### config.mk
export PLATFORM = sky130hd
export DESIGN_NAME = center_of_mass_flat
export DESIGN_NICKNAME = d
export VERILOG_FILES = /design/src/rtl/com_pkg.sv /design/src/rtl/center_of_mass_if.sv /design/src/rtl/com_divider.sv /design/src/rtl/center_of_mass.sv /design/src/flat_wrapper.sv
export SDC_FILE = /design/constraint.sdc
export NUM_CORES = 1
export LEC_CHECK = 0
export ABC_AREA = 0
export BUFFER_PORTS_ARGS = -buffer_cell sky130_fd_sc_hd__buf_2
export CAP_MARGIN = 5
export CORE_MARGIN = 4
export CORE_UTILIZATION = 40
export DETAILED_ROUTE_END_ITERATION = 16
export GPL_ROUTABILITY_DRIVEN = 1
export SLEW_MARGIN = 10
export SYNTH_ARGS = -nofsm -noshare
export SYNTH_HDL_FRONTEND = slang
export SYNTH_SLANG_ARGS = --single-unit
### constraint.sdc
create_clock -name clk_in -period 5.3 [get_ports clk_in]
set_input_delay 0.53 -clock clk_in [delete_from_list [all_inputs] [get_ports clk_in]]
set_output_delay 0.53 -clock clk_in [all_outputs]
set_load 0.01 [all_outputs]
### src/rtl/com_pkg.sv
// com_pkg: shared types and sizing constants for the centroid tracker and its consumers.
package com_pkg;
    typedef enum logic {IDLE = 1'b0, DIVIDE = 1'b1} com_state_t;
    localparam int COM_H_ACTIVE = 1024;
    localparam int COM_V_ACTIVE = 768;
    localparam int COM_SUM_W = 32;
    localparam int COM_CNT_W = 20;
endpackage

### src/rtl/center_of_mass_if.sv
// center_of_mass_if: pixel stream in, centroid result out.
interface center_of_mass_if
    import com_pkg::*;
#(
    parameter int CNT_W = COM_CNT_W
);
    logic [10:0]      x_in;
    logic [9:0]       y_in;
    logic             valid_in;
    logic             tabulate_in;
    logic [10:0]      x_out;
    logic [9:0]       y_out;
    logic [CNT_W-1:0] count_out;
    logic             valid_out;
    logic             busy_out;
    modport master (output x_in, y_in, valid_in, tabulate_in,
                    input x_out, y_out, count_out, valid_out, busy_out);
    modport slave (input x_in, y_in, valid_in, tabulate_in,
                   output x_out, y_out, count_out, valid_out, busy_out);
endinterface

### src/rtl/com_divider.sv
// com_divider: restoring divider, one quotient bit per cycle, SUM_W cycles after start.
module com_divider
    import com_pkg::*;
#(
    parameter int SUM_W = COM_SUM_W,
    parameter int OUT_W = SUM_W
) (
    input  logic             clk_in,
    input  logic             rst_n_in,
    input  logic             start_i,
    input  logic [SUM_W-1:0] dividend_i,
    input  logic [SUM_W-1:0] divisor_i,
    output logic [OUT_W-1:0] quotient_o,
    output logic             done_o
);
    localparam int STEP_W = $clog2(SUM_W);
    logic [SUM_W-1:0]  rem_q, quo_q, div_q, rem_n;
    logic [STEP_W-1:0] step_q;
    logic              run_q, done_q, fits;
    logic [SUM_W:0]    shifted;
    // The true remainder is below the divisor, so the subtraction fits in SUM_W bits.
    always_comb begin
        shifted = {rem_q, quo_q[SUM_W-1]};
        fits = shifted >= {1'b0, div_q};
        rem_n = shifted[SUM_W-1:0] - (fits ? div_q : '0);
    end
    always_ff @(posedge clk_in or negedge rst_n_in) begin
        if (!rst_n_in) begin
            rem_q <= '0;
            quo_q <= '0;
            div_q <= '0;
            step_q <= '0;
            run_q <= 1'b0;
            done_q <= 1'b0;
        end else if (start_i) begin
            rem_q <= '0;
            quo_q <= dividend_i;
            div_q <= divisor_i;
            step_q <= '0;
            run_q <= 1'b1;
            done_q <= 1'b0;
        end else if (run_q) begin
            rem_q <= rem_n;
            quo_q <= {quo_q[SUM_W-2:0], fits};
            step_q <= step_q + STEP_W'(1);
            run_q <= step_q != STEP_W'(SUM_W - 1);
            done_q <= step_q == STEP_W'(SUM_W - 1);
        end else begin
            done_q <= 1'b0;
        end
    end
    assign quotient_o = quo_q[OUT_W-1:0];
    assign done_o = done_q;
endmodule

### src/rtl/center_of_mass.sv
// center_of_mass: accumulates marker-pixel coordinates per frame and publishes their average.
module center_of_mass
    import com_pkg::*;
#(
    parameter int H_ACTIVE = COM_H_ACTIVE,
    parameter int V_ACTIVE = COM_V_ACTIVE,
    parameter int SUM_W    = COM_SUM_W,
    parameter int CNT_W    = COM_CNT_W
) (
    input logic              clk_in,
    input logic              rst_n_in,
    center_of_mass_if.slave  bus
);
    com_state_t       state_q, state_d;
    logic [SUM_W-1:0] sum_x_q, sum_x_d, sum_y_q, sum_y_d, acc_x, acc_y;
    logic [CNT_W-1:0] cnt_q, cnt_d, acc_cnt, snap_q, snap_d, count_q;
    logic [10:0]      x_q, qx;
    logic [9:0]       y_q, qy;
    logic             valid_q, take, tab, start, finish, done_x, done_y;
    // The pixel sampled with tabulate joins the closing frame, so snapshot the post-add values.
    always_comb begin
        take = bus.valid_in && 32'(bus.x_in) < H_ACTIVE && 32'(bus.y_in) < V_ACTIVE && cnt_q != '1;
        acc_x = take ? sum_x_q + SUM_W'(bus.x_in) : sum_x_q;
        acc_y = take ? sum_y_q + SUM_W'(bus.y_in) : sum_y_q;
        acc_cnt = take ? cnt_q + CNT_W'(1) : cnt_q;
        tab = state_q == IDLE && bus.tabulate_in;
        start = tab && acc_cnt != '0;
        finish = state_q == DIVIDE && done_x && done_y;
        sum_x_d = tab ? '0 : acc_x;
        sum_y_d = tab ? '0 : acc_y;
        cnt_d = tab ? '0 : acc_cnt;
        snap_d = start ? acc_cnt : snap_q;
        state_d = start ? DIVIDE : finish ? IDLE : state_q;
    end
    always_ff @(posedge clk_in or negedge rst_n_in) begin
        if (!rst_n_in) begin
            state_q <= IDLE;
            sum_x_q <= '0;
            sum_y_q <= '0;
            cnt_q <= '0;
            snap_q <= '0;
            count_q <= '0;
            x_q <= '0;
            y_q <= '0;
            valid_q <= 1'b0;
        end else begin
            state_q <= state_d;
            sum_x_q <= sum_x_d;
            sum_y_q <= sum_y_d;
            cnt_q <= cnt_d;
            snap_q <= snap_d;
            valid_q <= finish;
            if (finish) begin
                x_q <= qx;
                y_q <= qy;
                count_q <= snap_q;
            end
        end
    end
    com_divider #(.SUM_W(SUM_W), .OUT_W(11)) u_div_x (
        .clk_in(clk_in), .rst_n_in(rst_n_in), .start_i(start), .dividend_i(acc_x),
        .divisor_i(SUM_W'(acc_cnt)), .quotient_o(qx), .done_o(done_x)
    );
    com_divider #(.SUM_W(SUM_W), .OUT_W(10)) u_div_y (
        .clk_in(clk_in), .rst_n_in(rst_n_in), .start_i(start), .dividend_i(acc_y),
        .divisor_i(SUM_W'(acc_cnt)), .quotient_o(qy), .done_o(done_y)
    );
    assign bus.x_out = x_q;
    assign bus.y_out = y_q;
    assign bus.count_out = count_q;
    assign bus.valid_out = valid_q;
    assign bus.busy_out = state_q == DIVIDE;
endmodule

### src/flat_wrapper.sv
// flat-port wrapper written by rule: the top's interface ports become plain ports
module center_of_mass_flat import com_pkg::*;
#(
    parameter int H_ACTIVE = COM_H_ACTIVE,
    parameter int V_ACTIVE = COM_V_ACTIVE,
    parameter int SUM_W    = COM_SUM_W,
    parameter int CNT_W    = COM_CNT_W
)
  (clk_in, rst_n_in, bus_x_in, bus_y_in, bus_valid_in, bus_tabulate_in, bus_x_out, bus_y_out, bus_count_out, bus_valid_out, bus_busy_out);
  center_of_mass_if #(.CNT_W(CNT_W)) bus_i ();
  input logic clk_in;
  input logic rst_n_in;
  input wire logic [$bits(bus_i.x_in)-1:0] bus_x_in;
  input wire logic [$bits(bus_i.y_in)-1:0] bus_y_in;
  input wire logic [$bits(bus_i.valid_in)-1:0] bus_valid_in;
  input wire logic [$bits(bus_i.tabulate_in)-1:0] bus_tabulate_in;
  output wire logic [$bits(bus_i.x_out)-1:0] bus_x_out;
  output wire logic [$bits(bus_i.y_out)-1:0] bus_y_out;
  output wire logic [$bits(bus_i.count_out)-1:0] bus_count_out;
  output wire logic [$bits(bus_i.valid_out)-1:0] bus_valid_out;
  output wire logic [$bits(bus_i.busy_out)-1:0] bus_busy_out;
  assign bus_i.x_in = bus_x_in;
  assign bus_i.y_in = bus_y_in;
  assign bus_i.valid_in = bus_valid_in;
  assign bus_i.tabulate_in = bus_tabulate_in;
  assign bus_x_out = bus_i.x_out;
  assign bus_y_out = bus_i.y_out;
  assign bus_count_out = bus_i.count_out;
  assign bus_valid_out = bus_i.valid_out;
  assign bus_busy_out = bus_i.busy_out;
  center_of_mass #(.H_ACTIVE(H_ACTIVE), .V_ACTIVE(V_ACTIVE), .SUM_W(SUM_W), .CNT_W(CNT_W)) u_core (.clk_in(clk_in), .rst_n_in(rst_n_in), .bus(bus_i));
endmodule
# [After elaboration in Yosys (flattened, before gate mapping)]
# Cells that the tools add are included.
[op_classes] addsub=7 multipliers=0 div_mod_pow=0 n_lt_le_gt_ge=4 n_eq_ne=5 shifts=0 n_mux=30 n_bitwise=1 n_reduce_logical=11
[ops] operator="32-bit two-way mux" count=12
[ops] operator="20-bit two-way mux" count=4
[ops] operator="33-bit by 20-bit greater-or-equal comparator with 1-bit output" count=2
[ops] operator="32-bit by 20-bit subtractor with 32-bit output" count=2
[ops] operator="32-bit by 10-bit adder with 32-bit output" count=1
[ops] operator="32-bit by 11-bit adder with 32-bit output" count=1
[ops] operator="20-bit by 1-bit adder with 20-bit output (second input constant)" count=1
[ops] operator="5-bit two-way mux" count=4
[ops] operator="20-bit inequality test (second input constant)" count=1
[ops] operator="20-bit nonzero test" count=1
[ops] operator="11-bit less-than comparator (second input constant)" count=1
[ops] operator="5-bit by 1-bit adder with 5-bit output (second input constant)" count=2
[ops] operator="5-bit == test (second input constant)" count=2
[ops] operator="10-bit less-than comparator (second input constant)" count=1
[ops] operator="1-bit two-way mux" count=10
[ops] operator="5-bit inequality test (second input constant)" count=2
[ops] operator="1-bit logical AND" count=7
[ops] operator="2-bit nonzero test" count=3
[ops] operator="1-bit NOT" count=1
[totals] regBits=289 latchBits=0 mem_bits_rw=0 romBits=0 input_bits=25 output_inout_bits=43 word_cells=77 n_memories=0

# [Logic depth before layout (Yosys ltp)]
# Gate-level depths: netlist (run 1).
[depth] depth_word=8 ltp_mapped=21 ltp_nobuf=20

# [Cells and area by module]
# A second synthesis (run 1) with hierarchy kept.
[hier_totals] hier_cells=2370 hier_area_um2=21969.8
[by_module_without_submodules] module="center_of_mass" n_inst=1 cells_each=851 area_per_inst_um2=8245.4 seq_area_each_um2=3678.5
[by_module_without_submodules] module="com_divider at u_core.u_div_x" n_inst=1 cells_each=776 area_per_inst_um2=6942.9 seq_area_each_um2=2577.5
[by_module_without_submodules] module="com_divider at u_core.u_div_y" n_inst=1 cells_each=743 area_per_inst_um2=6781.5 seq_area_each_um2=2577.5

# [Least setup slack after synthesis (run 1)]
# Ideal clock, no wire load.
[synth_path] path_type="register to register" start="register u_core.u_div_x.rem_q[0]" end="register u_core.u_div_x.rem_q[30]" setup_ns=0.087 arrival_ns=4.244 t_required_ns=5.213 setup_slack_ns=0.969 path_stages_with_launch=21 n_path_buf=1 period_less_slack_ns=4.331 cell_sequence="dfrtp_1 -> ha_1 -> nor2b_1 -> o211ai_1 -> a211oi_1 -> o2111ai_1 -> nor3b_1 -> o221ai_1 -> clkbuf_1 -> and2_1 -> ha_1 -> inv_1 -> fa_1 -> nand3_1 -> a211oi_1 -> nor3_1 -> nor2_1 -> a311o_1 -> a2111oi_0 -> xnor2_1 -> a211oi_2"
[synth_via] elab_chain_cells=5
[synth_rtl] element="start: declaration" line="com_divider.sv:17" source="logic [SUM_W-1:0] rem_q, quo_q, div_q, rem_n;"
[synth_rtl] element="start signal: assignment" line="com_divider.sv:43" source="rem_q <= rem_n;"
[synth_rtl] element="33-bit by 20-bit greater-or-equal comparator with 1-bit output" line="com_divider.sv:24" source="fits = shifted >= {1'b0, div_q};"
[synth_rtl] element="20-bit two-way mux" line="com_divider.sv:25" source="rem_n = shifted[SUM_W-1:0] - (fits ? div_q : '0);"
[synth_rtl] element="32-bit by 20-bit subtractor with 32-bit output *" line="com_divider.sv:25"
[synth_rtl] element="32-bit two-way mux *" line="com_divider.sv:42" source="end else if (run_q) begin"
[synth_rtl] element="32-bit two-way mux *" line="com_divider.sv:35" source="end else if (start_i) begin"
# Mark *: on every way between the ends. The rest lies on a longest branch, timed or not. The select of a mux whose other input is x is not followed.
# A chain may end at the register's enable or synchronous reset.

==> results of run 1 <==
worst max-delay path: cells and delay by family, from the launching register on:
family,cells,cell delay [ps]
and+or+nand+nor,5,1100
adders and majority gates,2,540
DFF,1,400
buffers and inverters,2,420
AOI/OAI and AO/OA,8,2370
xor gates and xnor gates,1,150
state kept, by name, indices dropped and copies added (netlist names), 5 cells and up:
signal / count
u_core.bus.count_out: 20
u_core.bus.x_out: 11
u_core.bus.y_out: 10
u_core.cnt_q: 20
u_core.snap_q: 20
u_core.sum_x_q: 32
u_core.sum_y_q: 32
u_core.u_div_x.quo_q: 32
u_core.u_div_x.rem_q: 32
u_core.u_div_x.step_q: 5
u_core.u_div_y.quo_q: 32
u_core.u_div_y.rem_q: 32
u_core.u_div_y.step_q: 5
layout make-up:
cell class / count / area (um2)
Fill cell: 3940 / 22740
Multi-Input combinational cell: 1315 / 9574
Timing Repair Buffer: 102 / 620.6
Inverter: 41 / 153.9
Clock buffer: 43 / 968.4
Clock inverter: 21 / 257.7
Tap cell: 539 / 674.4
Sequential cell: 289 / 7239
power by group through the flow:
stage,Clock [mW],Sequential (mW),Combinational [mW]
after floorplan,0,3.39,4.59
after global placement,0,3.72,5.49
after detailed placement,0,3.74,5.63
after CTS,2.63,3.71,5.67
after global routing,2.71,3.82,6.43
final,2.55,3.71,5.69
Yosys cell counts, types with 7 or more instances:
cell type	instances	share of area
a211oi_1	9	0.0039
a211oi_2	24	0.017
a21o_1	23	0.010
a21oi_1	90	0.026
a31oi_1	10	0.0036
and2_1	10	0.0036
and3_1	22	0.0080
and4_1	8	0.0041
buf_2	14	0.0041
clkbuf_1	52	0.011
dfrtp_1	289	0.42
ha_1	122	0.089
inv_1	41	0.0089
mux2_2	23	0.015
mux2i_1	191	0.11
nand2_1	132	0.029
nand2b_1	12	0.0044
nand3_1	53	0.015
nand4_1	26	0.0094
nor2_1	206	0.045
nor2b_1	14	0.0051
nor3_1	34	0.0099
nor4_1	14	0.0051
o21a_1	10	0.0044
o21ai_0	54	0.016
o21bai_1	7	0.0030
o31ai_1	8	0.0035
or3_1	10	0.0036
xnor2_1	59	0.030
xor2_1	67	0.034
per-layer routing:
layer | track usage | up-vias | wire length, um
met1 | 0.2515 | 6351 | 19970
li1 | - | 6267 | -
met3 | 0.02799 | 67 | 1819
met5 | 0 | - | 12
met2 | 0.2850 | 262 | 18870
met4 | 0.05239 | 2 | 1025
timing repair:
action / 4_1_cts / 5_1_grt
gates resized for setup: 0 / 6
hold buffers: 0 / 0
setup endpoints to repair: 0 / 6
placed cells by master, fill, tap and decap left out, types with 37 or more instances in the layout:
master and instances:
clkbuf_16 37, nor2_1 205, ha_1 122, a21oi_1 88, nand3_1 52, xor2_1 67, o21ai_0 53, buf_2 66
inv_1 41, xnor2_1 59, mux2i_1 191, dfrtp_1 287, nand2_1 132
worst paths after layout:
check	to	cells after the start	slack, ps	start
max in group asynchronous	u_core.u_div_y.rem_q[11]	2	3970	rst_n_in
max reg2reg	u_core.u_div_x.rem_q[30]	18	230	u_core.snap_q[8]
min	u_core.u_div_x.rem_q[18]	1	10	rst_n_in
min reg2reg	u_core.bus.count_out[14]	2	480	u_core.bus.count_out[14]
max	u_core.u_div_x.rem_q[30]	18	230	u_core.snap_q[8]
min in group clk_in	u_core.snap_q[13]	3	380	bus_tabulate_in
cell families (layout without fill, tap and decap cells):
group	Yosys count	after routing
multiplexers	216	216
AO/OA/AOI/OAI	284	284
flip-flops	289	289
buffers and inverters	113	207
XOR/XNOR	126	126
adder cells (fa/ha/maj)	126	126
AND/OR/NAND/NOR	563	563
==> results.sh, run 1 <==
export IMPL_placed_cell_area_mm2=0.01824
export IMPL_finalCritPeriodShare=0.9563
export IMPL_drc=0
export IMPL_synthFlopType="dfrtp_1"
export IMPL_die_x_um=215.6
export IMPL_synthArstFlopShare=1.000
export IMPL_power_switching_mw=4.887
export IMPL_p_clk_frac=0.213
export IMPL_ys_types=65
export IMPL_fin_hold_ws_ps=12.61
export IMPL_status="finished, final reports clean"
export IMPL_peakVddDrop_v=0.0002549
export IMPL_overflow=0
export IMPL_power_leakage_nw=8.996
export IMPL_startpoint_type="register"
export IMPL_required_ps=5760
export IMPL_gp_congestion=0.9032
export IMPL_grt_max_degree=137
export IMPL_synth_edf_count=0
export IMPL_drive_above_1_share=0.1303
export IMPL_drv_slew=0
export IMPL_cts_made_buffers=36
export IMPL_cpPeakStageDelay_ps=490
export IMPL_grt_pass1_vias=13167
export IMPL_skew_ps=25.04
export IMPL_cts_post_setup_buffers_inserted=0
export IMPL_ys_ff_latch=289
export IMPL_fmax_ghz=0.1973
export IMPL_pwr_share_seq=0.311
export IMPL_clkTransAtPathRegs_ps=60
export IMPL_place_inst=2286
export IMPL_cp_cell_sequence="inv_1 -> ha_1 -> and4_1 -> a2111oi_0 -> a21oi_1 -> nor3b_1 -> o221ai_2 -> buf_4 -> nand2_1 -> ha_1 -> a21oi_1 -> a211oi_1 -> nor3_2 -> nor2_1 -> a311o_1 -> a2111oi_1 -> xnor2_1 -> a211oi_2"
export IMPL_slew_headroom=0.2146
export IMPL_wl_per_cell_um=17.74
export IMPL_design_area_mm2=0.01949
export IMPL_rsz0062_at_grt="no"
export IMPL_combPwrFrac=0.476
export IMPL_htreeDepth=2
export IMPL_synth_warnings=0
export IMPL_synthXorXnorAreaFrac=0.06404
export IMPL_final_hold_viol_count=0
export IMPL_nets=1936
export IMPL_viasPerCell=5.510
export IMPL_drt_pass1_iterations=5
export IMPL_synth_compound_area_frac=0.1155
export IMPL_synth_simple_gate_area_frac=0.1527
export IMPL_io_buffers=67
export IMPL_setup_viol_count_final=0
export IMPL_n_antenna_cell=0
export IMPL_worst_path_max_delay_cell="a2111oi_1"
export IMPL_pin_count=68
export IMPL_vias=12949
export IMPL_power_density_mw_per_mm2=613.2
export IMPL_num_rows=75
export IMPL_syn_instance_count=1717
export IMPL_cp_arrival_ps=5530
export IMPL_coreArea_mm2=0.04223
export IMPL_finalSetupTns_ps=0
export IMPL_synth_area_per_cell_um2=10.04
export IMPL_die_area_mm2=0.04646
export IMPL_cts_tree="built"
export IMPL_path_class="register to register"
export IMPL_initial_utilization=0.4081
export IMPL_synthAdderAreaFrac=0.09323
export IMPL_tightest_slew_ps=1178
export IMPL_synth_top_family_by_area="simple AND/OR/NAND/NOR gates"
export IMPL_instances_no_fill=2350
export IMPL_syn_nets=1868
export IMPL_syn_area_mm2=0.01723
export IMPL_cts_sinks=289
export IMPL_die_y_um=215.6
export IMPL_pre_cts_slack_ps=164.6
export IMPL_ant_nets=0
export IMPL_grt_pass1_wl_um=68810
export IMPL_cap_violations=0
export IMPL_final_util=0.4615
export IMPL_cp_end_kind="register"
export IMPL_track_usage=0.1782
export IMPL_synth_mux_area_frac=0.1273
export IMPL_switching_share=0.4089
export IMPL_root_buffer="clkbuf_16"
export IMPL_setup_slack_ps=231.6
export IMPL_finalCriticalPeriod_ps=5068
export IMPL_internal_power_mw=7.064
export IMPL_wl_um=41700
export IMPL_area_growth_pct=13.10
export IMPL_ctsLongestPathBuffers=3
export IMPL_clock_latency_ps=560
export IMPL_dpl_hpwl_um=29040
export IMPL_drt_iter0_drc=709
export IMPL_holdCritPathClass="primary input to async pin"
export IMPL_worstPathMaxFanout=18
export IMPL_power_mw=11.95
export IMPL_grt_antenna_before_repair=1
export IMPL_synth_seq_area_share=0.4197
Note: power is estimated with default switching activity, not from simulation.
==> run 2: changes to the inputs <==
PLACE_DENSITY = 0.58   (was not set)
==> run 2 against run 1 <==
Compared with the run above: worst setup slack better by 160 ps; core utilization is 0.053 points lower; cell area is 0.12% lower; clock power is 4% lower; first-iteration DRC count is 2.3% lower; sequential share of layout area hardly changed; critical path type unchanged; sequential power hardly changed; register-to-register slack better by 160 ps; critical path depth is 3 lower; non-clock buffer count is 3 higher; highest routed layer unchanged; die area stayed put; clock-buffer cell count is 12 higher.
==> results.sh, run 2 (synthesis gave the netlist of run 1 again) <==
export IMPL_pin_count=68
export IMPL_nFillCells=3991
export IMPL_rsz0062_at_grt="no"
export IMPL_track_usage=0.1815
export IMPL_reg2regPathDepth=15
export IMPL_drt_iter0_drc=693
export IMPL_skew_ps=21.61
export IMPL_die_x_um=215.6
export IMPL_viasPerCell=5.473
export IMPL_power_mw=11.85
export IMPL_die_area_mm2=0.04646
export IMPL_wl_per_cell_um=17.60
export IMPL_power_leakage_nw=8.991
export IMPL_multi_input_area_mm2=0.009574
export IMPL_fin_hold_ws_ps=21.03
export IMPL_overflow=0
export IMPL_cts_tree="built"
export IMPL_cts_hold_buf=0
export IMPL_finalCriticalPeriod_ps=4910
export IMPL_root_buffer="clkbuf_16"
export IMPL_peakVddDrop_v=0.0002618
export IMPL_cp_end_kind="register"
export IMPL_ant_nets=0
export IMPL_grt_pass1_wl_um=70310
export IMPL_cap_violations=0
export IMPL_required_ps=5740
export IMPL_final_util=0.4610
export IMPL_final_cell_mix="dfrtp_1, nor2_1, mux2i_1, nand2_1, ha_1"
export IMPL_num_rows=75
export IMPL_reg2reg_slack_ps=390
export IMPL_internal_power_mw=7.009
export IMPL_seqCellArea_mm2=0.007239
export IMPL_htreeDepth=2
export IMPL_drt_pass1_iterations=5
export IMPL_cts_sinks=289
export IMPL_grt_max_degree=131
export IMPL_fmax_ghz=0.2037
export IMPL_r2r_end="u_core.u_div_y.rem_q[29]"
export IMPL_vias=12889
export IMPL_r2r_start="u_core.u_div_y.rem_q[25]"
export IMPL_wl_um=41450
export IMPL_tightest_slew_ps=1116
export IMPL_path_class="register to register"
export IMPL_initial_utilization=0.4081
export IMPL_die_y_um=215.6
export IMPL_drc=0
export IMPL_status="finished, final reports clean"
export IMPL_cp_arrival_ps=5350
export IMPL_grt_antenna_before_repair=1
export IMPL_area_growth_pct=12.97
export IMPL_power_density_mw_per_mm2=608.6
export IMPL_slew_headroom=0.2562
export IMPL_finalSetupTns_ps=0
export IMPL_combPwrFrac=0.481
export IMPL_finalCritPeriodShare=0.9265
export IMPL_gp_congestion=0.8858
export IMPL_ctsLongestPathBuffers=3
export IMPL_grt_pass1_vias=13546
export IMPL_dpl_hpwl_um=28740
export IMPL_drv_slew=0
export IMPL_clock_latency_ps=560
export IMPL_startpoint_type="register"
export IMPL_cts_made_buffers=36
export IMPL_clkTransAtPathRegs_ps=50
export IMPL_io_buffers=67
export IMPL_n_antenna_cell=0
export IMPL_setup_viol_count_final=0
export IMPL_power_switching_mw=4.838
export IMPL_coreArea_mm2=0.04223
export IMPL_holdCritPathClass="primary input to async pin"
export IMPL_pwr_share_seq=0.312
export IMPL_drive_above_1_share=0.1289
export IMPL_worstPathMaxFanout=7
export IMPL_final_common_cell="dfrtp_1"
export IMPL_p_clk_frac=0.206
export IMPL_final_hold_viol_count=0
export IMPL_switching_share=0.4084
export IMPL_nets=1939
[run 2: cell types whose count changed in the layout (fill, tap and decap cells not counted), sizes merged]
cell      delta
buf          +3
bufinv       -3
clkbuf      +12
clkinv       -1
clkinvlp     -5
inv          -1
[run 2: through the flow]
stage / setup WS (ps) / cell area [um2] / instances
floorplan: 969.0 / 17230 / 1717
global placement: 212.5 / 18260 / 2289
detailed placement: 288.3 / 18260 / 2289
CTS: 268.0 / 19440 / 2355
global route: 33.61 / 19470 / 2355
finish: 389.6 / 19470 / 2355
[run 2: worst max-delay path, cell delays in order (launching register included)]
cell and delay [ps]:
dfrtp_1 430, nor4_1 390, nand2b_1 170, a2111oi_0 770
o21ai_1 330, buf_4 260, nand2_1 70, ha_1 260
o21ai_0 170, a21oi_1 80, o41a_1 360, a41oi_1 420
o22a_1 360, o21ai_0 150, or3_1 330, a311oi_2 260
[run 2: worst max-delay path by stage]
stage / start / to
CTS: u_core.snap_q[8] / u_core.u_div_x.rem_q[29]
global route: u_core.snap_q[8] / u_core.u_div_x.rem_q[29]
floorplan: u_core.u_div_x.rem_q[0] / u_core.u_div_x.rem_q[30]
global placement: u_core.u_div_y.rem_q[18] / u_core.u_div_y.rem_q[20]
finish: u_core.u_div_y.rem_q[25] / u_core.u_div_y.rem_q[29]
detailed placement: u_core.snap_q[8] / u_core.u_div_x.rem_q[29]
[run 2: cell type report]
| type | count | area share |
|---|---|---|
| Clock buffer | 55 | 0.05463 |
| Clock inverter | 11 | 0.006042 |
| Inverter | 41 | 0.007906 |
| Multi-Input combinational cell | 1315 | 0.4918 |
| Sequential cell | 289 | 0.3719 |
| Tap cell | 539 | 0.03464 |
| Timing Repair Buffer | 105 | 0.03304 |
[run 2: power groups by stage]
| stage | clock network, mW | logic (mW) | registers (mW) |
|---|---|---|---|
| 4_1_cts | 2.53 | 5.69 | 3.70 |
| 3_5_place_dp | 0 | 5.65 | 3.73 |
| 6_report | 2.45 | 5.70 | 3.70 |
| 5_1_grt | 2.62 | 6.47 | 3.82 |
| 2_1_floorplan | 0 | 4.59 | 3.39 |
| 3_3_place_gp | 0 | 5.53 | 3.71 |
[run 2: layer usage]
| layer | track usage | vias up | wire length, um |
|---|---|---|---|
| met2 | 0.2992 | 242 | 19280 |
| met3 | 0.03179 | 50 | 1894 |
| met1 | 0.2475 | 6326 | 19460 |
| met5 | 0 | - | 12 |
| li1 | - | 6269 | - |
| met4 | 0.05068 | 2 | 804 |
[run 2: timing repair]
action	in CTS	in global routing
setup endpoints to repair	0	5
setup buffers	0	0
resized for setup	0	6
